[src/rtl/popcnt_pkg.sv]
// ============================================================================
// popcnt_pkg : shared constants, state encoding and width helper
// Rev 1.0
// ============================================================================
`default_nettype none

package popcnt_pkg;

  localparam int CHUNK_W = 6;

  typedef enum logic [1:0] {
    IDLE = 2'd0,
    RUN  = 2'd1,
    DONE = 2'd2
  } state_t;

  function automatic int cnt_w(input int w);
    return $clog2(w + 1);
  endfunction

endpackage

`default_nettype wire

[src/rtl/popcnt6.sv]
// ============================================================================
// popcnt6 : combinational ones count of a 6-bit chunk (result 0..6)
// Rev 1.0
// ============================================================================
`default_nettype none

module popcnt6 (
  input  logic [5:0] in_bits,
  output logic [2:0] count
);

  assign count = 3'(in_bits[0]) + 3'(in_bits[1]) + 3'(in_bits[2])
               + 3'(in_bits[3]) + 3'(in_bits[4]) + 3'(in_bits[5]);

endmodule

`default_nettype wire

[src/rtl/popcnt_seq.sv]
// ============================================================================
// popcnt_seq : multi-cycle popcount of a W-bit word, one 6-bit chunk per cycle
// Optional macro POPCNT_EARLY_EXIT_EN stops RUN once the remaining chunks are 0.
// Rev 1.0
// ============================================================================
`default_nettype none

module popcnt_seq
  import popcnt_pkg::*;
#(
  parameter int W      = 24,
  parameter int NCHUNK = W / CHUNK_W,
  parameter int CW     = cnt_w(W)
) (
  input  logic          clk,
  input  logic          rst_n,
  input  logic          in_valid,
  output logic          in_ready,
  input  logic [W-1:0]  in_data,
  output logic          out_valid,
  input  logic          out_ready,
  output logic [CW-1:0] out_count,
  output logic          busy
);

  localparam int              IDX_W    = (NCHUNK > 1) ? $clog2(NCHUNK) : 1;
  localparam logic [IDX_W-1:0] IDX_LAST = IDX_W'(NCHUNK - 1);

  state_t            state;
  logic [W-1:0]      sreg;
  logic [CW-1:0]     acc;
  logic [IDX_W-1:0]  idx;
  logic [2:0]        chunk_cnt;
  logic [CW-1:0]     sum;
  logic              last;

  // Single shared ones counter always looks at the low chunk of the shifter.
  popcnt6 u_popcnt6 (
    .in_bits (sreg[CHUNK_W-1:0]),
    .count   (chunk_cnt)
  );

  assign sum = acc + CW'(chunk_cnt);

`ifdef POPCNT_EARLY_EXIT_EN
  assign last = (idx == IDX_LAST) || ((sreg >> CHUNK_W) == '0);
`else
  assign last = (idx == IDX_LAST);
`endif

  always_ff @(posedge clk or negedge rst_n) begin
    if (!rst_n) begin
      state     <= IDLE;
      sreg      <= '0;
      acc       <= '0;
      idx       <= '0;
      in_ready  <= 1'b1;
      out_valid <= 1'b0;
      out_count <= '0;
      busy      <= 1'b0;
    end else begin
      case (state)
        IDLE: begin
          if (in_valid && in_ready) begin
            sreg     <= in_data;
            acc      <= '0;
            idx      <= '0;
            state    <= RUN;
            in_ready <= 1'b0;
            busy     <= 1'b1;
          end
        end
        RUN: begin
          acc  <= sum;
          sreg <= sreg >> CHUNK_W;
          idx  <= idx + IDX_W'(1);
          if (last) begin
            state     <= DONE;
            out_valid <= 1'b1;
            out_count <= sum;
          end
        end
        DONE: begin
          // in_ready stays low here so a word is never taken alongside the result
          if (out_valid && out_ready) begin
            state     <= IDLE;
            out_valid <= 1'b0;
            out_count <= '0;
            busy      <= 1'b0;
            in_ready  <= 1'b1;
          end
        end
        default: begin
          state <= IDLE;
        end
      endcase
    end
  end

endmodule

`default_nettype wire

[config.mk]
export PLATFORM = sky130hd
export DESIGN_NAME = popcnt_seq
export DESIGN_NICKNAME = d
export VERILOG_FILES = /design/src/rtl/popcnt_pkg.sv /design/src/rtl/popcnt6.sv /design/src/rtl/popcnt_seq.sv
export SDC_FILE = /design/constraint.sdc
export NUM_CORES = 1
export LEC_CHECK = 0
export CAP_MARGIN = 20
export CORE_MARGIN = 1
export CORE_UTILIZATION = 47
export DETAILED_ROUTE_END_ITERATION = 8
export PLACE_DENSITY_LB_ADDON = 0.3
export SYNTH_ARGS = -nofsm -noshare
export SYNTH_HDL_FRONTEND = slang
export SYNTH_HIERARCHICAL = 1
export SYNTH_SLANG_ARGS = --single-unit
[constraint.sdc]
create_clock -name clk -period 3.14 [get_ports clk]
set_input_delay 0.628 -clock clk [delete_from_list [all_inputs] [get_ports clk]]
set_output_delay 0.628 -clock clk [all_outputs]
set_load 0.02 [all_outputs]
---- Word level (Yosys, flattened, before mapping) ----
Index checks and enable logic that the tools add are counted.
Widths: inputs -> output; s select.
storage, ports and cells
  flip-flop bits (word level) ............. 41
  input port bits ......................... 28
  word-level logic and storage cells ...... 52
cells by class
  add/subtract/negate cells ............... 7
  equal/unequal tests ..................... 6
  muxes and demuxes ....................... 21
  reductions and logical operators ........ 10
operator list
  cell                 number
  $pmux 24 s2          1
  $mux 24              1
  $pmux 5 s2           2
  $mux 5               3
  $add 3x1->3          4
  $reduce_and 3->1     3
  $mux 2               4
  $ne 2x2->1 const B   3
  $pmux 1 s2           3
  $pmux 2 s3           1
  $reduce_bool 2->1    3
  $add 5x3->5          1
  $mux 1               5
  $eq 2x2->1 const B   2
  $pmux 2 s2           1
  $add 1x1->2          1
  $add 2x1->2 const B  1
  $eq 2x1->1 const B   1
  $logic_and 1x1->1    2
  $logic_not 2->1      1
  $reduce_and 2->1     1

---- Depth between registers and ports, before layout ----
  word-level depth ........................ 8
  depth in mapped cells ................... 10
  mapped depth without buffers ............ 10

---- Modules after synthesis ----
The synthesis kept the hierarchy.
modules (own cells, without submodules)
  module      times used  cells each  area an instance (µm²)
  popcnt_seq  1           186         1,955.6
  popcnt6     1           12          102.6

---- Worst setup path after synthesis ----
No wires, ideal clock.
  path kind ............................... register -> register
  from .................................... register sreg[0]
  to ...................................... register acc[4]
  setup time .............................. 0.128 ns
  arrival ................................. 2.907 ns
  path slack .............................. 0.105 ns
  cell stages (with the launch flop) ...... 11
  cells stage by stage .................... dfrtp_1 > inv_1 > fa_1 > fa_1 > inv_1 > ha_1 > fa_1 > fa_1 > a21o_1 > a32oi_1 > o21ai_0
between the ends
  longest elaborated chain between the ends .. 7
ends and longest elaborated chain
  item                      line              text
  from (decl)               popcnt_seq.sv:30  logic [W-1:0] sreg;
  from (signal assigned)    popcnt_seq.sv:65  sreg <= in_data;
  from (signal assigned)    popcnt_seq.sv:75  sreg <= sreg >> CHUNK_W;
  $add 1x1->2               popcnt6.sv:12     assign count = 3'(in_bits[0]) + 3'(in_bits[1]) + 3'(in_bits[2])
  $add 3x1->3               popcnt6.sv:12
  $add 3x1->3 (3 in a row)  popcnt6.sv:13     + 3'(in_bits[3]) + 3'(in_bits[4]) + 3'(in_bits[5]);
  net chunk_cnt[1]          popcnt_seq.sv:33  logic [2:0] chunk_cnt;
  $add 5x3->5               popcnt_seq.sv:43  assign sum = acc + CW'(chunk_cnt);
  $pmux 5 s2                popcnt_seq.sv:62  case (state)
  to (signal assigned)      popcnt_seq.sv:74  acc <= sum;
  to (decl)                 popcnt_seq.sv:31  logic [CW-1:0] acc;
The timed path passes the listed nets, and every way through them passes these cells.
A chain may end at the register's enable or synchronous reset.

---- Worst setup path in the final report ----
Same ends and word-level chain as after synthesis.

==> flow_summary.ini <==
[status]
status = finished clean

[synthesis]
postSynthAreaPerCell_um2 = 10.4
syn-instance-count = 198
ys_seq_elements = 41
async_flop_share_pct = 100
yosysWarningCount = 6
yosysTopAreaCell = dfrtp_1
synthMuxAreaShare_pct = 11.7
synth_compound_gate_area_share_pct = 12.7
synth_top_family_by_area = compound AO/OA/AOI/OAI gates
synth_ff_type = dfrtp_1
synth_cell_types = 33
synth_area_um2 = 2060
syn_nets = 235
synth_area_leaders = dfrtp_1 (49%), mux2i_1 (12%), o21ai_1 (6.3%)
synth_xor_area_share_pct = 0.426
yosysSeqAreaShare_pct = 49.9
synth_fa_ha_area_share_pct = 6.93
synth_top_area_share_pct = 48.6
synth_edf_count = 0
synth-simple-area-share_pct = 12.4

[grt]
grt_pass1_vias = 1452
grt_max_degree = 42
grt_overflow = 0
antenna_found_initial = 0
track_usage_pct = 19.5
grt_pass1_wl_mm = 6.51

[clock_tree]
cts_made_buffers = 5
clkLatencyLatePin_ps = 290
cts_sinks = 41
clk_pin_slew_ps = 80
cts_tree = yes
postCtsHoldBufs = 0
cts_buffer_depth = 2
ctsRootBufferMaster = clkbuf_8
cts-htree-levels = 2

[min_path]
hp-class = in2async

[drt]
postRouteWirelength_mm = 3.94
post_drt_wl_per_cell_um = 13.9
drc_errors = 0
drt_iter0_drc = 116
vias = 1501
postRouteAntennaNets = 0
drt_pass1_iterations = 4
vias_per_cell = 5.29

[cells_and_area]
final_area_um2 = 2550
nets = 270
drive_gt1_share_pct = 10.3
final_core_util_pct = 62.0
antennaDiodeCount = 0
mostFrequentLayoutCells = dfrtp_1 (40), clkdlybuf4s50_1 (34), nand2_1 (33)
stdcell_count = 284
areaGrowthSynthToFinish_pct = 24.0
final_common_cell = dfrtp_1

[pwr]
p_seq_share_pct = 58.4
p_int_uw = 711
ir_worst_vdd_uv = 253
power_frac_clock_pct = 36.6
swShare_pct = 21.3
power_leakage_nw = 1.14
combinationalPowerShare_pct = 5.0
power_density_nw_per_um2 = 354
power.switching_uw = 193

[timing]
slew_violations = 0
holdWs_ps = 453
hold_violations = 0
maxSlewHeadroom_pct = 40.2
clock_skew_ps = 5.90
period_share_pct = 97.5
worst_pin_slew_ps = 897
period_minus_slack_ps = 3060
setup_viol_count_final = 0
timing.fmax_mhz = 327

[place]
place_hpwl_mm = 2.60
dpl_cell_area_um2 = 2410
place_inst = 274
io_buffers = 35
gp_congestion = 0.771

[critical_path]
worstPathRequired_ps = 3310
path_class = reg2reg
cp_max_fo = 2
arrival_ps = 3230
worstRegToRegCells = 10
worstPathCellList = inv_1, fa_1, fa_1, inv_1, ha_1, fa_1, fa_2, a21o_1, a32oi_2, o21ai_1
critPathTopFamily = adder cells
slowest_delay_ps = 510
cpMostUsedCell = fa_1
r2r-start = sreg[0]$_DFFE_PN0P_
cp-start-kind = register
critical_path_buf_inv_count = 2
r2r_setup_slack_ps = 80
critPathCaptureType = register
r2r_end = acc[4]$_DFFE_PN0P_
critPathSlowestCell = fa_1

[floorplanning]
start_util_pct = 50.0
io_pins = 36
core_area_um2 = 4120
die_x_um = 68.2
die_h_um = 68.2
rows = 23
dieArea_um2 = 4650

[job]
drv_cap = 0
==> cells by family (layout without fill, tap and decap cells) <==
family                   Yosys count  in the layout
buffers and inverters             23             59
adder cells (fa/ha/maj)            9              9
AO/OA/AOI/OAI                     45             45
flip-flops                        41             41
XOR/XNOR                           1              1
multiplexers                      24             24
AND/OR/NAND/NOR                   55             55
==> power by group through the flow <==
stage	clock, mW	sequential (mW)	combinational [mW]
global route	0.354	0.528	0.0494
floorplan	0	0.538	0.00107
detailed placement	0	0.538	0.0457
global placement	0	0.538	0.0460
CTS	0.338	0.528	0.0462
finish	0.331	0.528	0.0449
==> layer usage <==
metal	GRT usage (%)	share of wire (%)	vias up
met1	26.8	50	718
met3	4.00	4.2	6
li1	-	-	750
met4	8.59	1.4	0
met2	29.5	44	27
met5	0	0	-
==> metrics by stage <==
stage               total power, mW  setup WS, ps  setup TNS (ps)
floorplan                     0.539           105               0
global placement              0.584          52.3               0
detailed placement            0.584         -26.9           -45.0
CTS                           0.912          15.3               0
global route                  0.931         -29.5           -78.2
finish                        0.904          78.5               0
==> worst max path at each step <==
stage                         from                       end  slack (ps)  cells past startpoint
6_report       sreg[0]$_DFFE_PN0P_        acc[4]$_DFFE_PN0P_          80                     10
5_1_grt        sreg[0]$_DFFE_PN0P_  out_count[4]$_DFFE_PN0P_         -30                     11
4_1_cts        sreg[0]$_DFFE_PN0P_        acc[4]$_DFFE_PN0P_          20                     10
3_5_place_dp   sreg[0]$_DFFE_PN0P_        acc[4]$_DFFE_PN0P_         -30                     10
3_3_place_gp   sreg[0]$_DFFE_PN0P_        acc[4]$_DFFE_PN0P_          50                     10
2_1_floorplan  sreg[0]$_DFFE_PN0P_        acc[4]$_DFFE_PN0P_         100                     10
==> registers in the layout (all words and copies together) (netlist names) <==
signal and flops:
state 2, sreg 24, out_valid 1, acc 5
idx 2, busy 1, in_ready 1, out_count 5
==> final cells by class <==
| cell class | instances | area [µm²] |
|---|---|---|
| Sequential cell | 41 | 1030 |
| Multi-Input combinational cell | 134 | 955 |
| Clock buffer | 6 | 72.6 |
| Fill cell | 370 | 1560 |
| Timing Repair Buffer | 40 | 383 |
| Tap cell | 50 | 62.6 |
| Clock inverter | 2 | 10.0 |
| Inverter | 11 | 41.3 |
==> synthesized netlist by cell type (4+ instances only) <==
cell type,instances
inv_1,11
o21ai_0,4
o21ai_1,26
buf_2,5
nand2_1,33
fa_1,4
mux2i_1,24
nand3_1,11
a21oi_1,4
dfrtp_1,40
buf_4,4
ha_1,5
==> worst register-to-register path, cell delays in order (launching register included) <==
cell	delay (ps)
dfrtp_1	350
inv_1	60
fa_1	490
fa_1	490
inv_1	50
ha_1	190
fa_1	510
fa_2	360
a21o_1	190
a32oi_2	180
o21ai_1	80
==> repair_timing <==
action                     4_1_cts  5_1_grt
resized for setup                1        9
setup buffers                    0        2
pin swaps                        1        5
setup endpoints to repair        1        5
Note: power is estimated with default switching activity, not from simulation.
